<file path="src/rtl/mips_cpu_muldiv.sv">
// MIPS HI/LO multiply/divide unit: 32-iteration radix-2 shift-add multiply and restoring divide.
// Define MIPS_MULDIV_DIV_EN to build the divide datapath; without it DIV/DIVU complete at once with HI/LO untouched.
module mips_cpu_muldiv (
  input  logic        clk,
  input  logic        reset,
  input  logic        start,
  input  logic [1:0]  op,
  input  logic [31:0] op_a,
  input  logic [31:0] op_b,
  input  logic        hi_we,
  input  logic        lo_we,
  input  logic [31:0] wdata,
  output logic        busy,
  output logic        done,
  output logic [31:0] hi,
  output logic [31:0] lo
);
  typedef enum logic [1:0] {S_IDLE = 2'd0, S_BUSY = 2'd1, S_FIX = 2'd2} state_e;

  state_e      state_q, state_d;
  logic [5:0]  cnt_q, cnt_d;
  logic        isdiv_q, isdiv_d;
  logic        neg_q, neg_d;
  logic [31:0] b_q, b_d;
  logic [63:0] p_q, p_d;
  logic [31:0] hi_q, hi_d, lo_q, lo_d;
  logic        done_q, done_d;

  logic        is_signed, accept;
  logic [31:0] a_mag, b_mag;
  logic [32:0] mul_sum;
  logic [63:0] mul_next, prod_fix;

  assign is_signed = ~op[0];
  assign a_mag     = (is_signed && op_a[31]) ? -op_a : op_a;
  assign b_mag     = (is_signed && op_b[31]) ? -op_b : op_b;
  assign accept    = start && ((state_q == S_IDLE) || (state_q == S_FIX));

  // p_q holds {partial product, remaining multiplier bits}; one multiplier bit retires per step
  assign mul_sum  = {1'b0, p_q[63:32]} + (p_q[0] ? {1'b0, b_q} : 33'd0);
  assign mul_next = {mul_sum, p_q[31:1]};
  assign prod_fix = neg_q ? -p_q : p_q;

`ifdef MIPS_MULDIV_DIV_EN
  logic        rneg_q, rneg_d;
  logic [32:0] div_tr;
  logic        div_ge;
  logic [31:0] div_diff;
  logic [63:0] div_next;
  logic [31:0] quo_fix, rem_fix;

  // p_q holds {remainder, dividend/quotient}; trial value is the remainder shifted left by one
  assign div_tr   = p_q[63:31];
  assign div_ge   = div_tr[32] | (div_tr[31:0] >= b_q);
  assign div_diff = div_tr[31:0] - b_q;
  assign div_next = div_ge ? {div_diff, p_q[30:0], 1'b1} : {p_q[62:0], 1'b0};
  assign quo_fix  = neg_q  ? -p_q[31:0]  : p_q[31:0];
  assign rem_fix  = rneg_q ? -p_q[63:32] : p_q[63:32];

  always_ff @(posedge clk or posedge reset) begin
    if (reset) rneg_q <= 1'b0;
    else       rneg_q <= rneg_d;
  end
`endif

  always_comb begin
    state_d = state_q;
    cnt_d   = cnt_q;
    isdiv_d = isdiv_q;
    neg_d   = neg_q;
    b_d     = b_q;
    p_d     = p_q;
    hi_d    = hi_q;
    lo_d    = lo_q;
    done_d  = 1'b0;
`ifdef MIPS_MULDIV_DIV_EN
    rneg_d  = rneg_q;
`endif
    case (state_q)
      S_IDLE: begin
        if (!start) begin
          if (hi_we) hi_d = wdata;
          if (lo_we) lo_d = wdata;
        end
      end
      S_BUSY: begin
        if (cnt_q == 6'd32) begin
          state_d = S_FIX;
        end else begin
          cnt_d = cnt_q + 6'd1;
`ifdef MIPS_MULDIV_DIV_EN
          p_d   = isdiv_q ? div_next : mul_next;
`else
          p_d   = mul_next;
`endif
        end
      end
      S_FIX: begin
        state_d = S_IDLE;
        cnt_d   = 6'd0;
        done_d  = 1'b1;
`ifdef MIPS_MULDIV_DIV_EN
        if (isdiv_q) begin
          hi_d = rem_fix;
          lo_d = quo_fix;
        end else begin
          {hi_d, lo_d} = prod_fix;
        end
`else
        if (!isdiv_q) {hi_d, lo_d} = prod_fix;
`endif
      end
      default: state_d = S_IDLE;
    endcase

    // a divide by zero keeps an all-ones quotient, so its sign flag is suppressed
    if (accept) begin
      isdiv_d = op[1];
      neg_d   = is_signed & (op_a[31] ^ op_b[31]) & (|op_b);
      b_d     = b_mag;
      p_d     = {32'd0, a_mag};
      cnt_d   = 6'd0;
`ifdef MIPS_MULDIV_DIV_EN
      rneg_d  = is_signed & op_a[31];
      state_d = S_BUSY;
`else
      state_d = op[1] ? S_FIX : S_BUSY;
`endif
    end
  end

  always_ff @(posedge clk or posedge reset) begin
    if (reset) begin
      state_q <= S_IDLE;
      cnt_q   <= 6'd0;
      isdiv_q <= 1'b0;
      neg_q   <= 1'b0;
      b_q     <= 32'd0;
      p_q     <= 64'd0;
      hi_q    <= 32'd0;
      lo_q    <= 32'd0;
      done_q  <= 1'b0;
    end else begin
      state_q <= state_d;
      cnt_q   <= cnt_d;
      isdiv_q <= isdiv_d;
      neg_q   <= neg_d;
      b_q     <= b_d;
      p_q     <= p_d;
      hi_q    <= hi_d;
      lo_q    <= lo_d;
      done_q  <= done_d;
    end
  end

  assign busy = (state_q != S_IDLE);
  assign done = done_q;
  assign hi   = hi_q;
  assign lo   = lo_q;

endmodule
</file>
<file path="config.mk">
export PLATFORM = sky130hd
export DESIGN_NAME = mips_cpu_muldiv
export DESIGN_NICKNAME = d
export VERILOG_FILES = /design/src/rtl/mips_cpu_muldiv.sv
export SDC_FILE = /design/constraint.sdc
export NUM_CORES = 1
export LEC_CHECK = 0
export ABC_AREA = 1
export BUFFER_PORTS_ARGS = -buffer_cell sky130_fd_sc_hd__buf_2
export CORE_MARGIN = 1
export CORE_UTILIZATION = 54
export DETAILED_ROUTE_END_ITERATION = 8
export GPL_TIMING_DRIVEN = 0
export PLACE_DENSITY = 0.78
export SYNTH_ARGS = -nofsm -noshare
export SYNTH_HDL_FRONTEND = slang
export SYNTH_SLANG_ARGS = --single-unit
</file>
<file path="constraint.sdc">
create_clock -name clk -period 4.7 [get_ports clk]
set_input_delay 0.235 -clock clk [delete_from_list [all_inputs] [get_ports clk]]
set_output_delay 0.235 -clock clk [all_outputs]
set_load 0.03 [all_outputs]
</file>
# [Yosys cells after proc, flatten, opt, wreduce, memory -nomap -nowiden]
# Cells that the tools add are included.
[totals] word_cells=67 ff_bits=171
[classes] n_mux=23 reduce_logical=15 n_eq_ne=11 bitwise=4 addsub=5
[ops] operator="2-to-1 mux 32 bit" count=9
[ops] operator="2-to-1 mux 64 bit" count=4
[ops] operator="case mux 32 bit (2 select lines)" count=2
[ops] operator="negator 32 bit" count=2
[ops] operator="negator 64 bit" count=1
[ops] operator="adder 32 x 32 -> 33 bit" count=1
[ops] operator="OR reduction 32 bit" count=1
[ops] operator="2-to-1 mux 6 bit" count=2
[ops] operator="!= test 2 bit (second input constant)" count=6
[ops] operator="case mux 6 bit (2 select lines)" count=1
[ops] operator="AND reduction 4 bit" count=2
[ops] operator="adder 6 x 1 -> 6 bit (second input constant)" count=1
[ops] operator="equality test 6 bit (second input constant)" count=1
[ops] operator="2-to-1 mux 2 bit" count=3
[ops] operator="!= test 3 bit (second input constant)" count=2
[ops] operator="AND reduction 2 bit" count=3
[ops] operator="nonzero test 2 bit" count=3
[ops] operator="case mux 2 bit (2 select lines)" count=1
[ops] operator="logical AND 1 bit" count=3
[ops] operator="nonzero test 3 bit" count=1
[ops] operator="bitwise AND 1 bit" count=2
[ops] operator="equality test 2 x 1 -> 1 bit (second input constant)" count=1
[ops] operator="equality test 2 bit (second input constant)" count=1
[ops] operator="zero test 2 bit" count=1
[ops] operator="other kinds (4)" count=4

# [Depth between registers and ports, before layout]
[logic_depth] depth_word=5 depth_mapped=18 mapped_depth_nobuf=16

# [Worst setup path after synthesis]
# Ideal clock, no wire load.
[synth_timing] path_kind="flip-flop to flip-flop" from="register p_q[0]" to="register p_q[45]" arrival_time_ns=2.205 path_stages_with_launch=16 path_buffers=2 setup_time_ns=0.130 slack_ns=2.364 cell_sequence="dfrtp_1 -> buf_6 -> clkbuf_1 -> nand2_1 -> inv_1 -> ha_1 -> fa_1 -> nand3_1 -> nand2_1 -> nand2_1 -> nand2_1 -> nand2_1 -> nand2_1 -> or2_2 -> nand3_1 -> o21ai_0"
[synth_via] elab_chain_cells=5
[synth_rtl] item="start: declaration" line_no="25" source="logic [63:0] p_q, p_d;"
[synth_rtl] item="start signal: assignment" line_no="149" source="p_q <= p_d;"
[synth_rtl] item="2-to-1 mux 32 bit" line_no="40" source="assign mul_sum = {1'b0, p_q[63:32]} + (p_q[0] ? {1'b0, b_q} : 33'd0);"
[synth_rtl] item="adder 32 x 32 -> 33 bit" line_no="40"
[synth_rtl] item="2-to-1 mux 64 bit" line_no="87" source="if (cnt_q == 6'd32) begin"
[synth_rtl] item="2-to-1 mux 64 bit" line_no="79" source="case (state_q)"
[synth_rtl] item="2-to-1 mux 64 bit" line_no="117" source="if (accept) begin"
# No other way between the ends. The select of a mux whose other input is x is not followed.
# A chain may end at the register's enable or synchronous reset.

# [Worst setup path in the final report]
# Ends and elaborated chain as after synthesis.

==> reports/qor.csv <==
stage,metric,value,unit
logic_synthesis,post_synth_num_cell_types,44,
global_route,wire_length_of_the_first_global_routing_pass,78800,µm
critical_path,crit_chain,"buf_6, clkbuf_1, nand2_1, inv_1, ha_1, fa_1, nand3_1, nand2_1, nand2_1, nand2_1, nand2_1, nand2_1, or2_2, nand3_1, o21ai_0",
worst_hold_path,class_of_the_most_critical_hold_timing_path,in2reg,
floorplan,io_pins,169,
clocking,cts_tree,yes,
logic_synthesis,synth_top_family_by_area,simple AND/OR/NAND/NOR gates,
timing,whs,0.0902,ns
layout,commonest_cells_after_routing_fill_and_taps_aside,"sky130_fd_sc_hd__nand2_1 (633), sky130_fd_sc_hd__nor2_1 (337), sky130_fd_sc_hd__inv_1 (263)",
logic_synthesis,syn_avg_cell_area,6.17,µm²
global_route,globalRoute.totalOverflow,0,
layout,drive_above_1_share,12.3,%
critical_path,timing.critical_path.slowest_cell_delay,0.41,ns
clocking,max-clock-path-buffers,2,
timing,rsz_0062_raised_after_global_routing,no,
logic_synthesis,synth-seq-area-share,31.1,%
detailed_routing,antenna_violating_nets_post_route,0,
layout,multi_input_gate_area_in_the_final_layout,8140,µm²
timing,setup_tns,0,ns
floorplan,floorplan.rows,58,
critical_path,critPathMostFrequentCell,sky130_fd_sc_hd__nand2_1,
layout,finalInstanceArea,15700,µm²
timing,setup-violations-final,0,
floorplan,initial_utilization,54.8,%
logic_synthesis,synth_fp_nets,2372,
global_route,pin_count_of_the_biggest_net_entering_global_routing,46,
global_route,antenna_found_initial,0,
timing,fin_skew,0.0176,ns
detailed_routing,drt_pre_antenna_iters,6,
layout,net_count_final,2565,
timing,clock.fmax,358,MHz
layout,instances_no_fill,2767,
logic_synthesis,post_synth_edffs,0,
placement,postPlaceCellArea,15100,µm²
floorplan,design.core.area,25100,µm²
critical_path,critical_path_peak_fanout,10,
logic_synthesis,post-synth-top-area-cell,sky130_fd_sc_hd__dfrtp_1,
critical_path,arrival,3.10,ns
clocking,clk-insertion-delay-late,0.45,ns
layout,layout-area-overhead-vs-synth,13.9,%
placement,dp_hpwl,41500,µm
logic_synthesis,synth_fa_ha_area_share,3.51,%
power,worst_ir_drop_vdd,0.362,mV
critical_path,critical_path_buf_inv_count,3,
logic_synthesis,post_synth_mux_area_share,0,%
detailed_routing,routed_wirelength,50900,µm
layout,num_antenna_cells,0,
layout,postLayoutCoreUtil,62.4,%
logic_synthesis,synth_seq_cells,171,
logic_synthesis,yosys-top-cells-area,"sky130_fd_sc_hd__dfrtp_1 (31%), sky130_fd_sc_hd__nand2_1 (17%), sky130_fd_sc_hd__nor2_1 (9.2%), sky130_fd_sc_hd__nand3_1 (7.9%), sky130_fd_sc_hd__inv_1 (7.2%)",
detailed_routing,vias_per_cell,5.61,
global_route,number_of_global_route_vias_before_repair,14271,
timing,max_slew.worst_pin.slew,0.702,ns
detailed_routing,drc,0,
logic_synthesis,postSynthCellCount,2231,
power,power_density,631,nW/µm²
detailed_routing,routedWlPerCell,18.4,µm
layout,layout.filler_cells,2501,
timing,layout_worst_path_cycle_share,59.4,%
logic_synthesis,syn_area,13800,µm²
clocking,tritoncts_buffer_count,17,
detailed_routing,drt-initial-drc-count,1472,
logic_synthesis,ys_async_sr_fraction,100,%
timing,period_needed,2.79,ns
placement,total_placed_cells_including_tap_cells,2733,
timing,timing_max_transition_violations_final,0,
placement,numPortBuffers,168,
clocking,numClockSinks,171,
clocking,clkSlewWorstSetupHoldPaths,0.08,ns
power,report.power.total,9.89,mW
critical_path,cp_slowest_cell,sky130_fd_sc_hd__fa_1,
logic_synthesis,post_synth_and_or_nand_nor_area_fraction,39.8,%
layout,ff_latch_area,4280,µm²
global_route,grt.total_usage,39.6,%
critical_path,critPathLaunchType,flip-flop,
critical_path,worstPathRequired,5.00,ns
critical_path,timing.critical_path.max_delay_family,simple AND/OR/NAND/NOR gates,
clocking,cts.htree.levels,4,
logic_synthesis,synth_xor_area_share,2.16,%
flow_run,cap_viol_max_count,0,
timing,hold_viol,0,
detailed_routing,total_number_of_vias,15531,
floorplan,die_w,162,µm
clocking,cts_post_setup_buffers_inserted,0,
run_status,run_status,"finished, final reports clean",
critical_path,critPathCaptureType,flip-flop,
floorplan,die_h,162,µm
logic_synthesis,synth_largest_type_area_fraction,31.1,%
critical_path,critical_path_class,reg2reg,
timing,worst_slack,1.91,ns
placement,placement.setup.worst_slack,1.97,ns
logic_synthesis,number_of_warnings_reported_in_the_yosys_synthesis_log,0,
logic_synthesis,synth_compound_area_share,13.7,%
clocking,cts-root-buf,sky130_fd_sc_hd__clkbuf_16,
floorplan,floorplan.die_area,26100,µm²
layout,layout_commonest_cell,sky130_fd_sc_hd__nand2_1,
placement,gp_congestion,0.964,
power,cellLeakagePower,8.04,nW
logic_synthesis,postSynth.topFlopCell,sky130_fd_sc_hd__dfrtp_1,
timing,relSlewSlack,53.2,%
Yosys cell counts, types with 2 or more instances:
library cell / instances
sky130_fd_sc_hd__o21ai_0: 142
sky130_fd_sc_hd__o22ai_1: 5
sky130_fd_sc_hd__o221ai_1: 2
sky130_fd_sc_hd__nand2_2: 14
sky130_fd_sc_hd__a22oi_1: 8
sky130_fd_sc_hd__inv_1: 264
sky130_fd_sc_hd__or2_1: 3
sky130_fd_sc_hd__nand3b_1: 9
sky130_fd_sc_hd__a21oi_2: 3
sky130_fd_sc_hd__o211ai_1: 5
sky130_fd_sc_hd__a21oi_1: 161
sky130_fd_sc_hd__a31oi_1: 6
sky130_fd_sc_hd__nor2_2: 8
sky130_fd_sc_hd__o21bai_1: 7
sky130_fd_sc_hd__ha_1: 37
sky130_fd_sc_hd__o21ai_2: 5
sky130_fd_sc_hd__xnor2_1: 5
sky130_fd_sc_hd__dfrtp_1: 171
sky130_fd_sc_hd__buf_1: 5
sky130_fd_sc_hd__or2_2: 11
sky130_fd_sc_hd__inv_2: 5
sky130_fd_sc_hd__and2_1: 2
sky130_fd_sc_hd__nand2_1: 633
sky130_fd_sc_hd__xor2_1: 29
sky130_fd_sc_hd__nand3_1: 216
sky130_fd_sc_hd__nand4_1: 28
sky130_fd_sc_hd__nor3_1: 11
sky130_fd_sc_hd__buf_2: 29
sky130_fd_sc_hd__nor4_1: 4
sky130_fd_sc_hd__nand2_4: 3
sky130_fd_sc_hd__clkbuf_1: 36
sky130_fd_sc_hd__nor2_4: 5
sky130_fd_sc_hd__nand3_2: 8
sky130_fd_sc_hd__nor2_1: 337
sky130_fd_sc_hd__o21ai_1: 5
final timing paths:
| path | startpoint | to | slack (ns) | cells past startpoint |
|---|---|---|---|---|
| worst max register to register | p_q[0] | p_q[45] | 1.91 | 15 |
| worst min-delay path | op_b[20] | b_q[20] | 0.09 | 3 |
| max in group asynchronous | reset | p_q[48] | 3.44 | 5 |
| min in group asynchronous | reset | lo[1] | 0.37 | 3 |
| worst max-delay path | p_q[0] | p_q[45] | 1.91 | 15 |
| worst min register to register | cnt_q[5] | cnt_q[5] | 0.47 | 1 |
routing by layer:
metal	track usage (%)	vias to the layer above	share of wire [%]
met5	0	-	0
met4	17.0	0	4.2
met3	6.06	108	9.9
met2	63.4	822	45
met1	53.0	7039	41
li1	-	7562	-
worst reg2reg max path: stages (launching register included):
cell	delay, ns
sky130_fd_sc_hd__dfrtp_1	0.38
sky130_fd_sc_hd__buf_6	0.15
sky130_fd_sc_hd__clkbuf_1	0.24
sky130_fd_sc_hd__nand2_1	0.12
sky130_fd_sc_hd__inv_1	0.05
sky130_fd_sc_hd__ha_1	0.21
sky130_fd_sc_hd__fa_1	0.41
sky130_fd_sc_hd__nand3_1	0.11
sky130_fd_sc_hd__nand2_1	0.14
sky130_fd_sc_hd__nand2_1	0.09
sky130_fd_sc_hd__nand2_1	0.11
sky130_fd_sc_hd__nand2_1	0.09
sky130_fd_sc_hd__nand2_1	0.12
sky130_fd_sc_hd__or2_2	0.30
sky130_fd_sc_hd__nand3_1	0.06
sky130_fd_sc_hd__o21ai_0	0.08
cell type report:
| class | count | share of cell area, % |
|---|---|---|
| buffer | 72 | 2.08 |
| multi-input combinational | 1718 | 51.9 |
| clock inverter | 13 | 0.703 |
| clock buffer | 19 | 2.83 |
| timing repair buffer | 174 | 6.01 |
| sequential | 171 | 27.3 |
| tap | 330 | 2.64 |
| inverter | 270 | 6.50 |
state kept, by name, summed over array words and instances, names as in the netlist:
register,count
cnt_q,6
isdiv_q,1
done,1
state_q,2
b_q,32
hi,32
neg_q,1
p_q,64
lo,32
repair_timing:
item | in CTS | in global routing
hold buffers | 2 | 0
resized for setup | 0 | 0
endpoints found under the hold margin | 20 | 0
report_power, final:
| part | switching [mW] | internal, mW |
|---|---|---|
| Clock | 0.691 | 0.702 |
| Sequential | 0.634 | 2.14 |
| Combinational | 4.04 | 1.68 |
| Total | 5.37 | 4.52 |
cell families (layout without fill, tap and decap cells):
group	count (synthesis)	after routing
simple gates	1294	1294
compound gates	352	352
buf+inv	342	548
flops	171	171
fa+ha+maj	38	38
xor+xnor	34	34
(Power assumes the default switching activity.)
